$ cat src/rtl/controle_jogo_rodadas.sv
// Round-based controller for the memory game: sequences address (E), round-limit (L)
// and play (R) registers, and times out a play left unanswered in espera.
module controle_jogo_rodadas #(
    parameter int TIMEOUT_CICLOS = 5000,
    parameter int TW             = 13
) (
    input  logic          clock,
    input  logic          reset,
    input  logic          iniciar,
    input  logic          jogada,
    input  logic          igual,
    input  logic          fim_jogada,
    input  logic          fim_rodada,
    output logic          zeraE,
    output logic          contaE,
    output logic          zeraL,
    output logic          contaL,
    output logic          zeraR,
    output logic          registraR,
    output logic          pronto,
    output logic          acertou,
    output logic          errou,
    output logic          timeout,
    output logic [3:0]    db_estado
);

    // Handshake note: jogada is a single-cycle pulse and is only consumed in espera;
    // iniciar is a level, only acted on in inicial and the three final states.

    typedef enum logic [3:0] {
        INICIAL        = 4'd0,
        PREPARACAO     = 4'd1,
        INICIA_RODADA  = 4'd2,
        ESPERA         = 4'd3,
        REGISTRA       = 4'd4,
        COMPARA        = 4'd5,
        PROXIMA_JOGADA = 4'd6,
        PROXIMA_RODADA = 4'd7,
        FINAL_ACERTO   = 4'd8,
        FINAL_ERRO     = 4'd9,
        FINAL_TIMEOUT  = 4'd10
    } estado_t;

    localparam logic [TW-1:0] ULTIMO_CICLO = TW'(TIMEOUT_CICLOS - 1);

    estado_t       estado;
    estado_t       proximo;
    logic [TW-1:0] contagem;
    logic          expirou;

    assign expirou = (contagem == ULTIMO_CICLO);

    always_ff @(posedge clock) begin
        if (reset) begin
            estado <= INICIAL;
        end else begin
            estado <= proximo;
        end
    end

    // Counter is held at zero outside espera, so every entry into espera starts from 0.
    always_ff @(posedge clock) begin
        if (reset) begin
            contagem <= '0;
        end else if (estado == ESPERA) begin
            if (!expirou) begin
                contagem <= contagem + 1'b1;
            end
        end else begin
            contagem <= '0;
        end
    end

    always_comb begin
        proximo   = INICIAL;
        zeraE     = 1'b0;
        contaE    = 1'b0;
        zeraL     = 1'b0;
        contaL    = 1'b0;
        zeraR     = 1'b0;
        registraR = 1'b0;
        pronto    = 1'b0;
        acertou   = 1'b0;
        errou     = 1'b0;
        timeout   = 1'b0;
        db_estado = estado;
        case (estado)
            INICIAL: begin
                zeraE   = 1'b1;
                zeraL   = 1'b1;
                zeraR   = 1'b1;
                proximo = iniciar ? PREPARACAO : INICIAL;
            end
            PREPARACAO: begin
                zeraE   = 1'b1;
                zeraL   = 1'b1;
                zeraR   = 1'b1;
                proximo = INICIA_RODADA;
            end
            INICIA_RODADA: begin
                zeraE   = 1'b1;
                proximo = ESPERA;
            end
            ESPERA: begin
                // A press on the expiry cycle still counts as a play.
                if (jogada) begin
                    proximo = REGISTRA;
                end else if (expirou) begin
                    proximo = FINAL_TIMEOUT;
                end else begin
                    proximo = ESPERA;
                end
            end
            REGISTRA: begin
                registraR = 1'b1;
                proximo   = COMPARA;
            end
            COMPARA: begin
                if (!igual) begin
                    proximo = FINAL_ERRO;
                end else if (!fim_jogada) begin
                    proximo = PROXIMA_JOGADA;
                end else if (!fim_rodada) begin
                    proximo = PROXIMA_RODADA;
                end else begin
                    proximo = FINAL_ACERTO;
                end
            end
            PROXIMA_JOGADA: begin
                contaE  = 1'b1;
                proximo = ESPERA;
            end
            PROXIMA_RODADA: begin
                contaL  = 1'b1;
                proximo = INICIA_RODADA;
            end
            FINAL_ACERTO: begin
                pronto  = 1'b1;
                acertou = 1'b1;
                proximo = iniciar ? PREPARACAO : FINAL_ACERTO;
            end
            FINAL_ERRO: begin
                pronto  = 1'b1;
                errou   = 1'b1;
                proximo = iniciar ? PREPARACAO : FINAL_ERRO;
            end
            FINAL_TIMEOUT: begin
                pronto  = 1'b1;
                errou   = 1'b1;
                timeout = 1'b1;
                proximo = iniciar ? PREPARACAO : FINAL_TIMEOUT;
            end
            default: begin
                db_estado = 4'hF;
                proximo   = INICIAL;
            end
        endcase
    end

endmodule

$ cat config.mk
export PLATFORM = sky130hd
export DESIGN_NAME = controle_jogo_rodadas
export DESIGN_NICKNAME = d
export VERILOG_FILES = /design/src/rtl/controle_jogo_rodadas.sv
export SDC_FILE = /design/constraint.sdc
export NUM_CORES = 1
export LEC_CHECK = 0
export ABC_AREA = 1
export BUFFER_PORTS_ARGS = -buffer_cell sky130_fd_sc_hd__clkbuf_2
export CORE_MARGIN = 5
export CORE_UTILIZATION = 29
export CTS_BUF_LIST = sky130_fd_sc_hd__clkbuf_8
export DETAILED_ROUTE_END_ITERATION = 12
export GPL_TIMING_DRIVEN = 0
export MAX_ROUTING_LAYER = met4
export PLACE_DENSITY = 0.51
export RECOVER_POWER = 50
export SLEW_MARGIN = 20
export SYNTH_ARGS = -nofsm -noshare
export SYNTH_HDL_FRONTEND = slang
export SYNTH_SLANG_ARGS = --single-unit
$ cat constraint.sdc
create_clock -name clock -period 2 [get_ports clock]
set_clock_uncertainty 0.2 [all_clocks]
set_input_delay 0.6 -clock clock [delete_from_list [all_inputs] [get_ports clock]]
set_output_delay 0.6 -clock clock [all_outputs]
set_load 0.05 [all_outputs]
## Word-level counts from Yosys, hierarchy flattened

Cells that the tools add are included.

| storage, ports and cells | value |
|---|---|
| register bits after elaboration | 17 |
| input bits | 7 |
| logic and storage cells | 44 |

| operators by class | value |
|---|---|
| add/sub/neg operators | 1 |
| reduce and logical (&&, ||, !) cells | 9 |
| equality and inequality tests | 11 |
| bitwise operators | 1 |
| muxes and demuxes | 20 |

Operators by type and width:

| cell | count |
|---|---|
| two-way mux 4 bit | 9 |
| one-hot mux 4 bit (9 select lines) | 1 |
| equality test 4 x 3 -> 1 bit (second input constant) | 4 |
| adder 13 x 1 -> 13 bit (second input constant) | 1 |
| equality test 13 bit (second input constant) | 1 |
| equality test 4 bit (second input constant) | 3 |
| OR reduction 11 bit | 1 |
| two-way mux 1 bit | 10 |
| OR reduction 2 bit | 5 |
| equality test 4 x 2 -> 1 bit (second input constant) | 2 |
| OR reduction 3 bit | 2 |
| equality test 4 x 1 -> 1 bit (second input constant) | 1 |
| zero test 4 bit | 1 |
| NOT 1 bit | 1 |

## Depth between registers and ports, before layout

Gate-level depths: netlist of run 1.

| depth | value |
|---|---|
| depth after elaboration | 4 |
| depth in mapped cells | 9 |

## Least setup slack after synthesis of run 1

Ideal clock, no wire load.

| timing | value |
|---|---|
| path type | register -> output |
| from | register estado[1] |
| to | output port errou |
| arrival | 1.643 ns |
| stages on the path, launching flop included | 3 |
| setup slack | -0.443 ns |
| path through | dfxtp_1 nor2_1 nor3_1 |

| on the way | value |
|---|---|
| cells in the longest elaborated chain, start to end | 3 |
| elaborated cells between the ends (all ways) | 4 |
| those cells by class | 2 x eq/ne; 1 x mux; 1 x reduce/logical |

Ends and longest elaborated chain:

| item | line | text |
|---|---|---|
| start: declaration | 46 | `estado_t estado;` |
| start signal: assignment | 57 | `estado <= proximo;` |
| equality test 4 bit | 87 | `case (estado)` |
| OR reduction 2 bit (no line) (*) | - |  |
| two-way mux 1 bit (*) | 87 |  |
| end: declaration | 22 | `output logic errou,` |

Every way passes the cells marked *; elsewhere a longest branch is shown, timed or not.

## Worst setup path in the final report of run 1

| timing | value |
|---|---|
| from | register estado[3] |
| to | output port zeraR |

| on the way | value |
|---|---|
| cells in the longest elaborated chain, start to end | 3 |
| elaborated cells between the ends (all ways) | 4 |
| those cells by class | 1 x eq/ne; 1 x mux; 2 x reduce/logical |

Ends and longest elaborated chain:

| item | line | text |
|---|---|---|
| equality test 4 x 1 -> 1 bit or zero test 4 bit (tied branches) | 87 |  |
| OR reduction 2 bit (no line) (*) | - |  |
| two-way mux 1 bit (*) | 87 |  |
| end: declaration | 18 | `output logic zeraR,` |

Marks and branches as above.

==> impl_metrics.env, run 1 <==
export IMPL_cts_tree="done"
export IMPL_avgRoutedWirePerCell_um=10.7
export IMPL_period_needed_ns=2.00
export IMPL_max_freq_ghz=0.499
export IMPL_cpPeakStageDelay_ns=0.31
export IMPL_post_route_period_util_pct=100
export IMPL_crit_arrival_ns=1.20
export IMPL_place_congestion=0.804
export IMPL_io_pins=21
export IMPL_place_ws_ns=-0.00621
export IMPL_drive_gt1_share_pct=29.6
export IMPL_violations="negative setup slack"
export IMPL_final_core_util_pct=42.6
export IMPL_ys_seq_elements=17
export IMPL_synth_cell_types=25
export IMPL_max_cap_violations=0
export IMPL_grt_pass1_vias=1080
export IMPL_final_hold_violation_count=0
export IMPL_syn_inst=185
export IMPL_die_y_um=72
export IMPL_slowest_stage="dfxtp_1"
export IMPL_netlist_area_leader_share_pct=30.5
export IMPL_clk_pin_slew_ns=0.07
export IMPL_start_util_pct=30.2
export IMPL_ir_drop_mv=0.387
export IMPL_outcome="complete, but fails checks"
export IMPL_grt_pass1_wl_um=4370
export IMPL_synth_area_mm2=0.00111
export IMPL_grt_overflow=0
export IMPL_mostFrequentLayoutCells="44 x nand2_1, 26 x nor2_1, 25 x inv_1, 14 x dfxtp_1, 13 x nand3_1"
export IMPL_wl_um=2810
export IMPL_crit_buf_inv=4
export IMPL_cts_buffers=3
export IMPL_vias=1164
export IMPL_power_uw=916
export IMPL_fill_cells=411
export IMPL_avgSynthCellArea_um2=6.03
export IMPL_die_area_mm2=0.00518
export IMPL_yosysTopAreaCell="dfxtp_1"
export IMPL_post_route_drc_count=0
export IMPL_area_growth_pct=41.0
export IMPL_cp_end_kind="primary output"
export IMPL_grt_max_degree=11
export IMPL_drtIter0Drc=35
export IMPL_drv_slew=0
export IMPL_hpwl_um=2010
export IMPL_crit_chain="buf_6, nor2_4, inv_2, nor2_4, buf_6, clkbuf_16"
export IMPL_slew_headroom_pct=59.2
export IMPL_diodes=0
export IMPL_cp_top_family="buffers and inverters"
export IMPL_row_count=22
export IMPL_clock_sinks=17
export IMPL_h_tree_depth=1
export IMPL_ctsHoldBuffers=0
export IMPL_insertion_delay_ns=0.25
export IMPL_cts_buffer_depth=2
export IMPL_final_common_cell="nand2_1"
export IMPL_grtUsageTotal_pct=10.7
export IMPL_cp_required_ns=1.20
export IMPL_dr_pass1_iters=4
export IMPL_final_setup_viol_count=1
export IMPL_fin_ws_ns=-0.00409
export IMPL_antenna_found_initial=0
export IMPL_ys_seq_area_share_pct=30.5
export IMPL_yosysWarnings=0
export IMPL_worst_path_max_fanout=8
export IMPL_nNetsFinal=225
export IMPL_power_density_mw_per_mm2=583
export IMPL_die_w_um=72
export IMPL_start_kind="flop"
export IMPL_viasPerCell=4.41
export IMPL_criticalPathCategory="reg2out"
export IMPL_antenna_violating_nets_post_route=0
export IMPL_core_mm2=0.00369
export IMPL_min_path_type="reg2reg"
export IMPL_syn_nets=193
export IMPL_numPortBuffers=20
export IMPL_rsz0062_at_grt="yes"
export IMPL_cts_root_buf="clkbuf_8"
export IMPL_stdcell_area_mm2=0.00157
export IMPL_placed_cell_area_mm2=0.00130
export IMPL_synth_area_leaders="dfxtp_1 31%, nand2_1 16%, nor2_1 10%"
export IMPL_tightest_slew_ns=0.609
export IMPL_leakagePower_nw=0.671
where the power goes:
part	internal, mW	switching (mW)
logic	0.117	0.169
registers	0.350	0.0203
clock network	0.138	0.121
total	0.606	0.310
sequential cells by signal, summed over array words and instances (netlist names):
| register | count |
|---|---|
| contagem | 13 |
| estado | 4 |
path summary, 6_finish.rpt:
| path | startpoint | end | slack, ns | depth (start not counted) |
|---|---|---|---|---|
| setup / recovery | estado[3] | zeraR | -0.004 | 6 |
| hold / removal | contagem[9] | contagem[9] | 0.27 | 2 |
| setup reg to reg | estado[3] | contagem[2] | 0.18 | 7 |
| hold reg to reg | contagem[9] | contagem[9] | 0.27 | 2 |
layer usage:
metal	track usage, %	vias to the layer above	wire, um	share of wire [%]
met2	18.6	19	1350	48
met3	1.39	8	71	2.5
li1	-	638	-	-
met1	12.5	499	1310	46
met5	-	-	0	0
met4	4.38	0	83	3.0
through the flow:
step / hold WS, ns / setup TNS (ns) / std cells
after floorplan: 0.242 / -0.108 / 185
after global placement: 0.267 / -0.0660 / 253
after detailed placement: 0.259 / -0.0137 / 253
after CTS: 0.270 / -0.137 / 260
after global routing: 0.284 / -0.160 / 264
final: 0.269 / -0.00409 / 264
layout make-up:
type,count,area (um2),share of cell area (%)
timing repair buffer,27,263,16.7
clock buffer,3,41.3,2.63
clock inverter,1,5.00,0.318
inverter,32,125,7.96
buffer,4,30.0,1.91
tap,48,60.1,3.82
multi-input combinational,132,698,44.4
sequential,17,349,22.2
Yosys cell counts:
cell	number
a21oi_1	9
nand2_1	49
nand3_1	14
clkbuf_1	1
nor3_2	2
nand2_2	2
o21bai_1	1
ha_1	1
a21oi_2	2
dfxtp_1	17
nand4_1	3
o21ai_0	3
nand3_2	1
xnor2_1	1
inv_1	27
inv_2	4
nor2_4	2
xor2_1	1
nor2_2	3
clkinv_1	1
nor3_1	3
o21ai_1	5
buf_6	1
nor2_1	30
buf_4	2
kinds of logic after synthesis:
kind of cell | Yosys count | synth area share [%]
AOI/OAI and AO/OA | 20 | 9.88
xor gates and xnor gates | 2 | 1.57
adders and majority gates | 1 | 1.12
buffers and inverters | 36 | 13.5
DFF | 17 | 30.5
and+or+nand+nor | 109 | 43.4
worst register-to-register path: cells and delay by family (launching register included):
family,cells,cell delay [ns]
simple gates,3,0.63
buf+inv,3,0.46
flops,1,0.31
compound gates,1,0.15
timing repair:
item / CTS / global route
pin swaps: 2 / 4
gates resized for setup: 32 / 24
setup endpoints to repair: 13 / 12
setup buffers: 3 / 4
Power figures use the tool's default switching activity.
==> run 2, diff against run 1 <==
==> constraint.sdc (replaced) <==
create_clock -name clock -period 2 [get_ports clock]
set_clock_uncertainty 0.2 [all_clocks]
set_input_delay 0.1 -clock clock [delete_from_list [all_inputs] [get_ports clock]]
set_output_delay 0.1 -clock clock [all_outputs]
set_load 0.05 [all_outputs]
==> impl_metrics.env, run 2 (synthesis gave the netlist of run 1 again) <==
export IMPL_largest_register="contagem"
export IMPL_ctsHoldBuffers=1
export IMPL_area_growth_pct=17.8
export IMPL_start_util_pct=30.2
export IMPL_slowest_stage="clkbuf_1"
export IMPL_cts_buffer_depth=2
export IMPL_cts_root_buf="clkbuf_8"
export IMPL_drive_gt1_share_pct=16.2
export IMPL_crit_arrival_ns=1.47
export IMPL_antenna_found_initial=0
export IMPL_cts_tree="done"
export IMPL_place_congestion=0.795
export IMPL_largest_reg_flops=13
export IMPL_reg2reg_from="contagem[0]"
export IMPL_reg_top3="contagem (13), estado (4)"
export IMPL_placed_cell_area_mm2=0.00127
export IMPL_crit_end="pronto"
export IMPL_rsz0062_at_grt="no"
export IMPL_final_common_cell="nand2_1"
export IMPL_drtIter0Drc=31
export IMPL_viasPerCell=4.30
export IMPL_clock_sinks=17
export IMPL_startpoint="estado[0]"
export IMPL_row_count=22
export IMPL_slew_headroom_pct=59.6
export IMPL_grt_pass1_wl_um=4180
export IMPL_ir_drop_mv=0.306
export IMPL_max_cap_violations=0
export IMPL_fill_cells=423
export IMPL_min_path_type="in2reg"
export IMPL_diodes=0
export IMPL_drv_slew=0
export IMPL_cts_buffers=3
export IMPL_post_cts_setup_buffers=0
export IMPL_instances_no_fill=258
export IMPL_outcome="finished clean"
export IMPL_die_area_mm2=0.00518
export IMPL_crit_path_frequent_cell="nand2_2"
export IMPL_rr_worst_depth=6
export IMPL_grt_pass1_vias=1020
export IMPL_max_freq_ghz=0.564
export IMPL_tightest_slew_ns=0.609
export IMPL_tns_ns=0
export IMPL_post_route_period_util_pct=88.7
export IMPL_grtUsageTotal_pct=10.1
export IMPL_numPortBuffers=20
export IMPL_clk_pin_slew_ns=0.07
export IMPL_cp_end_kind="primary output"
export IMPL_die_w_um=72
export IMPL_rr_endpoint="contagem[1]"
export IMPL_criticalPathCategory="reg2out"
export IMPL_cp_required_ns=1.70
export IMPL_worst_path_max_fanout=7
export IMPL_cts_repair_resize_count=0
export IMPL_crit_chain="nand2_2, nand2_2, nor2_1, clkbuf_1"
export IMPL_nNetsFinal=219
export IMPL_mostFrequentLayoutCells="49 x nand2_1, 31 x nor2_1, 30 x inv_1, 17 x dfxtp_1, 17 x clkbuf_2"
export IMPL_hpwl_um=1970
export IMPL_final_hold_violation_count=0
export IMPL_die_y_um=72
export IMPL_io_pins=21
export IMPL_core_mm2=0.00369
export IMPL_stdcell_area_mm2=0.00131
export IMPL_leakagePower_nw=0.581
export IMPL_rrSetupSlack_ns=0.35
export IMPL_grt_max_degree=10
export IMPL_h_tree_depth=1
export IMPL_dp_cells=253
export IMPL_post_route_drc_count=0
export IMPL_period_needed_ns=1.77
export IMPL_avgRoutedWirePerCell_um=9.52
export IMPL_grt_overflow=0
export IMPL_antenna_violating_nets_post_route=0
export IMPL_wl_um=2460
export IMPL_final_setup_viol_count=0
export IMPL_final_core_util_pct=35.6
export IMPL_vias=1109
export IMPL_cpPeakStageDelay_ns=0.50
export IMPL_start_kind="flop"
export IMPL_power_density_mw_per_mm2=608
export IMPL_dr_pass1_iters=4
export IMPL_insertion_delay_ns=0.25
-- run 2: changes by cell type in the layout (fill, tap and decap cells not counted), moves of 3 or more --
cell	change
nand2_1	+5
clkbuf_2	+10
nor2_4	-3
nor2_1	+5
clkbuf_4	-3
buf_4	-6
buf_8	-8
dfxtp_1	+3
nand2_2	-3
inv_1	+5
-- run 2: routing by layer --
| metal | global-route usage [%] | wire length (um) | vias to the layer above |
|---|---|---|---|
| met3 | 1.52 | 103 | 4 |
| li1 | - | - | 620 |
| met1 | 12.0 | 1240 | 466 |
| met5 | - | 0 | - |
| met2 | 16.9 | 1090 | 19 |
| met4 | 4.38 | 23 | 0 |
-- run 2: worst min path at each step --
stage	start	end	slack, ns	cells after the start
after floorplan	reset	estado[0]	-0.03	1
after global placement	reset	estado[1]	0.17	2
final	jogada	estado[2]	0.02	5
after detailed placement	reset	estado[0]	0.17	2
after CTS	jogada	estado[2]	0.03	5
after global routing	iniciar	estado[3]	0.1	6
-- run 2: worst max-delay path: cells and delay by family (launching register included) --
kind | cells | cell delay [ns]
buffers and inverters | 1 | 0.50
DFF | 1 | 0.39
and+or+nand+nor | 3 | 0.34
-- run 2: final cells by class --
type	instances	area, um2	share of cell area [%]
Buffer	4	30.0	2.29
Clock buffer	3	41.3	3.14
Clock inverter	1	3.75	0.286
Inverter	32	120	9.14
Multi-Input combinational cell	132	612	46.6
Sequential cell	17	340	25.9
Tap cell	48	60.1	4.57
Timing Repair Buffer	21	106	8.10
-- run 2: report_power, final --
part	total (mW)	internal, mW	leakage, nW	switching (mW)
Clock	0.259	0.136	0.0269	0.123
Combinational	0.176	0.0479	0.416	0.128
Sequential	0.364	0.347	0.137	0.0165
-- run 2: stage by stage --
| stage | hold WS, ns | worst slack (ns) | total power, mW |
|---|---|---|---|
| 5_1_grt | 0.0991 | 0.130 | 0.839 |
| 3_3_place_gp | 0.172 | 0.348 | 0.553 |
| 3_5_place_dp | 0.173 | 0.359 | 0.551 |
| 2_1_floorplan | -0.0309 | 0.0571 | 0.509 |
| 6_report | 0.0210 | 0.227 | 0.798 |
| 4_1_cts | 0.0265 | 0.277 | 0.812 |
==> run 3, diff against run 2 <==
PLACE_DENSITY = 0.58   (was 0.51)
SKIP_LAST_GASP = 1   (was default)
==> impl_metrics.env, run 3 (synthesis gave the netlist of run 1 again) <==
export IMPL_cts_root_buf="clkbuf_8"
export IMPL_antenna_violating_nets_post_route=0
export IMPL_cts_buffer_depth=2
export IMPL_viasPerCell=4.32
export IMPL_cts_tree="done"
export IMPL_crit_arrival_ns=1.51
export IMPL_die_w_um=72
export IMPL_leakagePower_nw=0.577
export IMPL_post_route_period_util_pct=90.4
export IMPL_cp_top_family="buffers and inverters"
export IMPL_h_tree_depth=1
export IMPL_start_kind="flop"
export IMPL_reg_top3="contagem (13), estado (4)"
export IMPL_vias=1114
export IMPL_worst_path_max_fanout=8
export IMPL_numPortBuffers=20
export IMPL_start_util_pct=30.2
export IMPL_tns_ns=0
export IMPL_cts_buffers=3
export IMPL_final_common_cell="nand2_1"
export IMPL_crit_path_frequent_cell="nor2_1"
export IMPL_max_freq_ghz=0.553
export IMPL_diodes=0
export IMPL_nNetsFinal=219
export IMPL_area_growth_pct=17.2
export IMPL_largest_register="contagem"
export IMPL_crit_buf_inv=4
export IMPL_crit_chain="buf_6, nor2_1, inv_1, nor2_1, buf_4, clkbuf_2"
export IMPL_largest_reg_flops=13
export IMPL_wl_um=2420
export IMPL_grt_pass1_wl_um=4260
export IMPL_grt_pass1_vias=1024
export IMPL_row_count=22
export IMPL_clk_pin_slew_ns=0.07
export IMPL_io_pins=21
export IMPL_cp_required_ns=1.70
export IMPL_cpPeakStageDelay_ns=0.31
export IMPL_post_route_drc_count=0
export IMPL_dr_pass1_iters=4
export IMPL_top_layer="met4"
export IMPL_drv_slew=0
export IMPL_slew_headroom_pct=60.1
export IMPL_met3WireLength_um=128
export IMPL_die_y_um=72
export IMPL_place_congestion=0.811
export IMPL_avgRoutedWirePerCell_um=9.37
export IMPL_hpwl_um=1930
export IMPL_ir_drop_mv=0.273
export IMPL_period_needed_ns=1.81
export IMPL_grt_overflow=0
export IMPL_final_setup_viol_count=0
export IMPL_clock_sinks=17
export IMPL_grtUsageTotal_pct=10.4
export IMPL_met1_length_um=1210
export IMPL_core_mm2=0.00369
export IMPL_cts_repair_resize_count=0
export IMPL_drive_gt1_share_pct=15.7
export IMPL_antenna_found_initial=0
export IMPL_die_area_mm2=0.00518
export IMPL_slowest_stage="dfxtp_1"
export IMPL_max_cap_violations=0
export IMPL_criticalPathCategory="reg2out"
export IMPL_rrSetupSlack_ns=0.30
export IMPL_mostFrequentLayoutCells="49 x nand2_1, 32 x nor2_1, 30 x inv_1, 17 x dfxtp_1, 17 x clkbuf_2"
export IMPL_dr_wl_met2_um=1050
export IMPL_grt_max_degree=10
export IMPL_tightest_slew_ns=0.601
export IMPL_final_hold_violation_count=0
export IMPL_whs_ns=0.0183
export IMPL_rsz0062_at_grt="no"
export IMPL_insertion_delay_ns=0.25
export IMPL_power_density_mw_per_mm2=606
export IMPL_cp_end_kind="primary output"
export IMPL_drtIter0Drc=36
export IMPL_outcome="finished clean"
export IMPL_fill_cells=446
export IMPL_min_path_type="in2reg"
==> run 3: cell types whose count changed in the layout (fill, tap and decap cells not counted) <==
cell,before,now
nor2_4,2,1
o21ai_1,3,4
o21ai_0,5,4
nor2_1,31,32
==> run 3: through the flow <==
stage                     std cells  cell area, um2  setup slack (ns)  utilization, %  power [mW]
after floorplan                 185            1110            0.0571               -       0.509
after global placement          253            1270             0.381            34.6       0.552
after detailed placement        253            1270             0.385            34.6       0.551
after CTS                       258            1330             0.287            36.1       0.809
after global routing            258            1310            0.0811            35.4       0.837
final                           258            1310             0.193            35.4       0.792
==> run 3: worst paths after layout <==
| path | from | endpoint | cells after the start |
|---|---|---|---|
| max | estado[3] | zeraR | 6 |
| min | jogada | estado[2] | 5 |
| max reg2reg | estado[3] | contagem[5] | 6 |
| min reg2reg | contagem[9] | contagem[9] | 2 |
==> run 3: power by group <==
part           total, mW  switching, mW  internal (mW)
Combinational      0.176          0.128         0.0477
Clock              0.254          0.117          0.136
Sequential         0.363         0.0157          0.347
Total              0.792          0.261          0.531
==> run 3: final cells by class <==
cell class	instances	area, um2	share of cell area (%)
multi-input cells	132	604	46.3
flip-flops and latches	17	340	26.1
inverters	32	120	9.20
repair buffers	21	106	8.14
well taps	48	60.1	4.60
clock buffers	3	41.3	3.16
plain buffers	4	30.0	2.30
clock inverters	1	3.75	0.287
==> run 3: what timing repair did <==
action / 4_1_cts / 5_1_grt
hold buffers: 1 / 0
hold endpoints to repair: 4 / 0
setup buffers: 0 / 0
==> run 3: layer usage <==
layer  GRT usage [%]  vias up
li1                -      626
met1            13.2      466
met2            16.4       18
met3            1.80        4
met4            3.76        0
met5               -        -
==> run 3: worst min-delay path, delay by kind of cell <==
kind,cells,cell delay (ns)
AO/OA/AOI/OAI,1,0.07
buffers and inverters,2,0.14
AND/OR/NAND/NOR,2,0.12
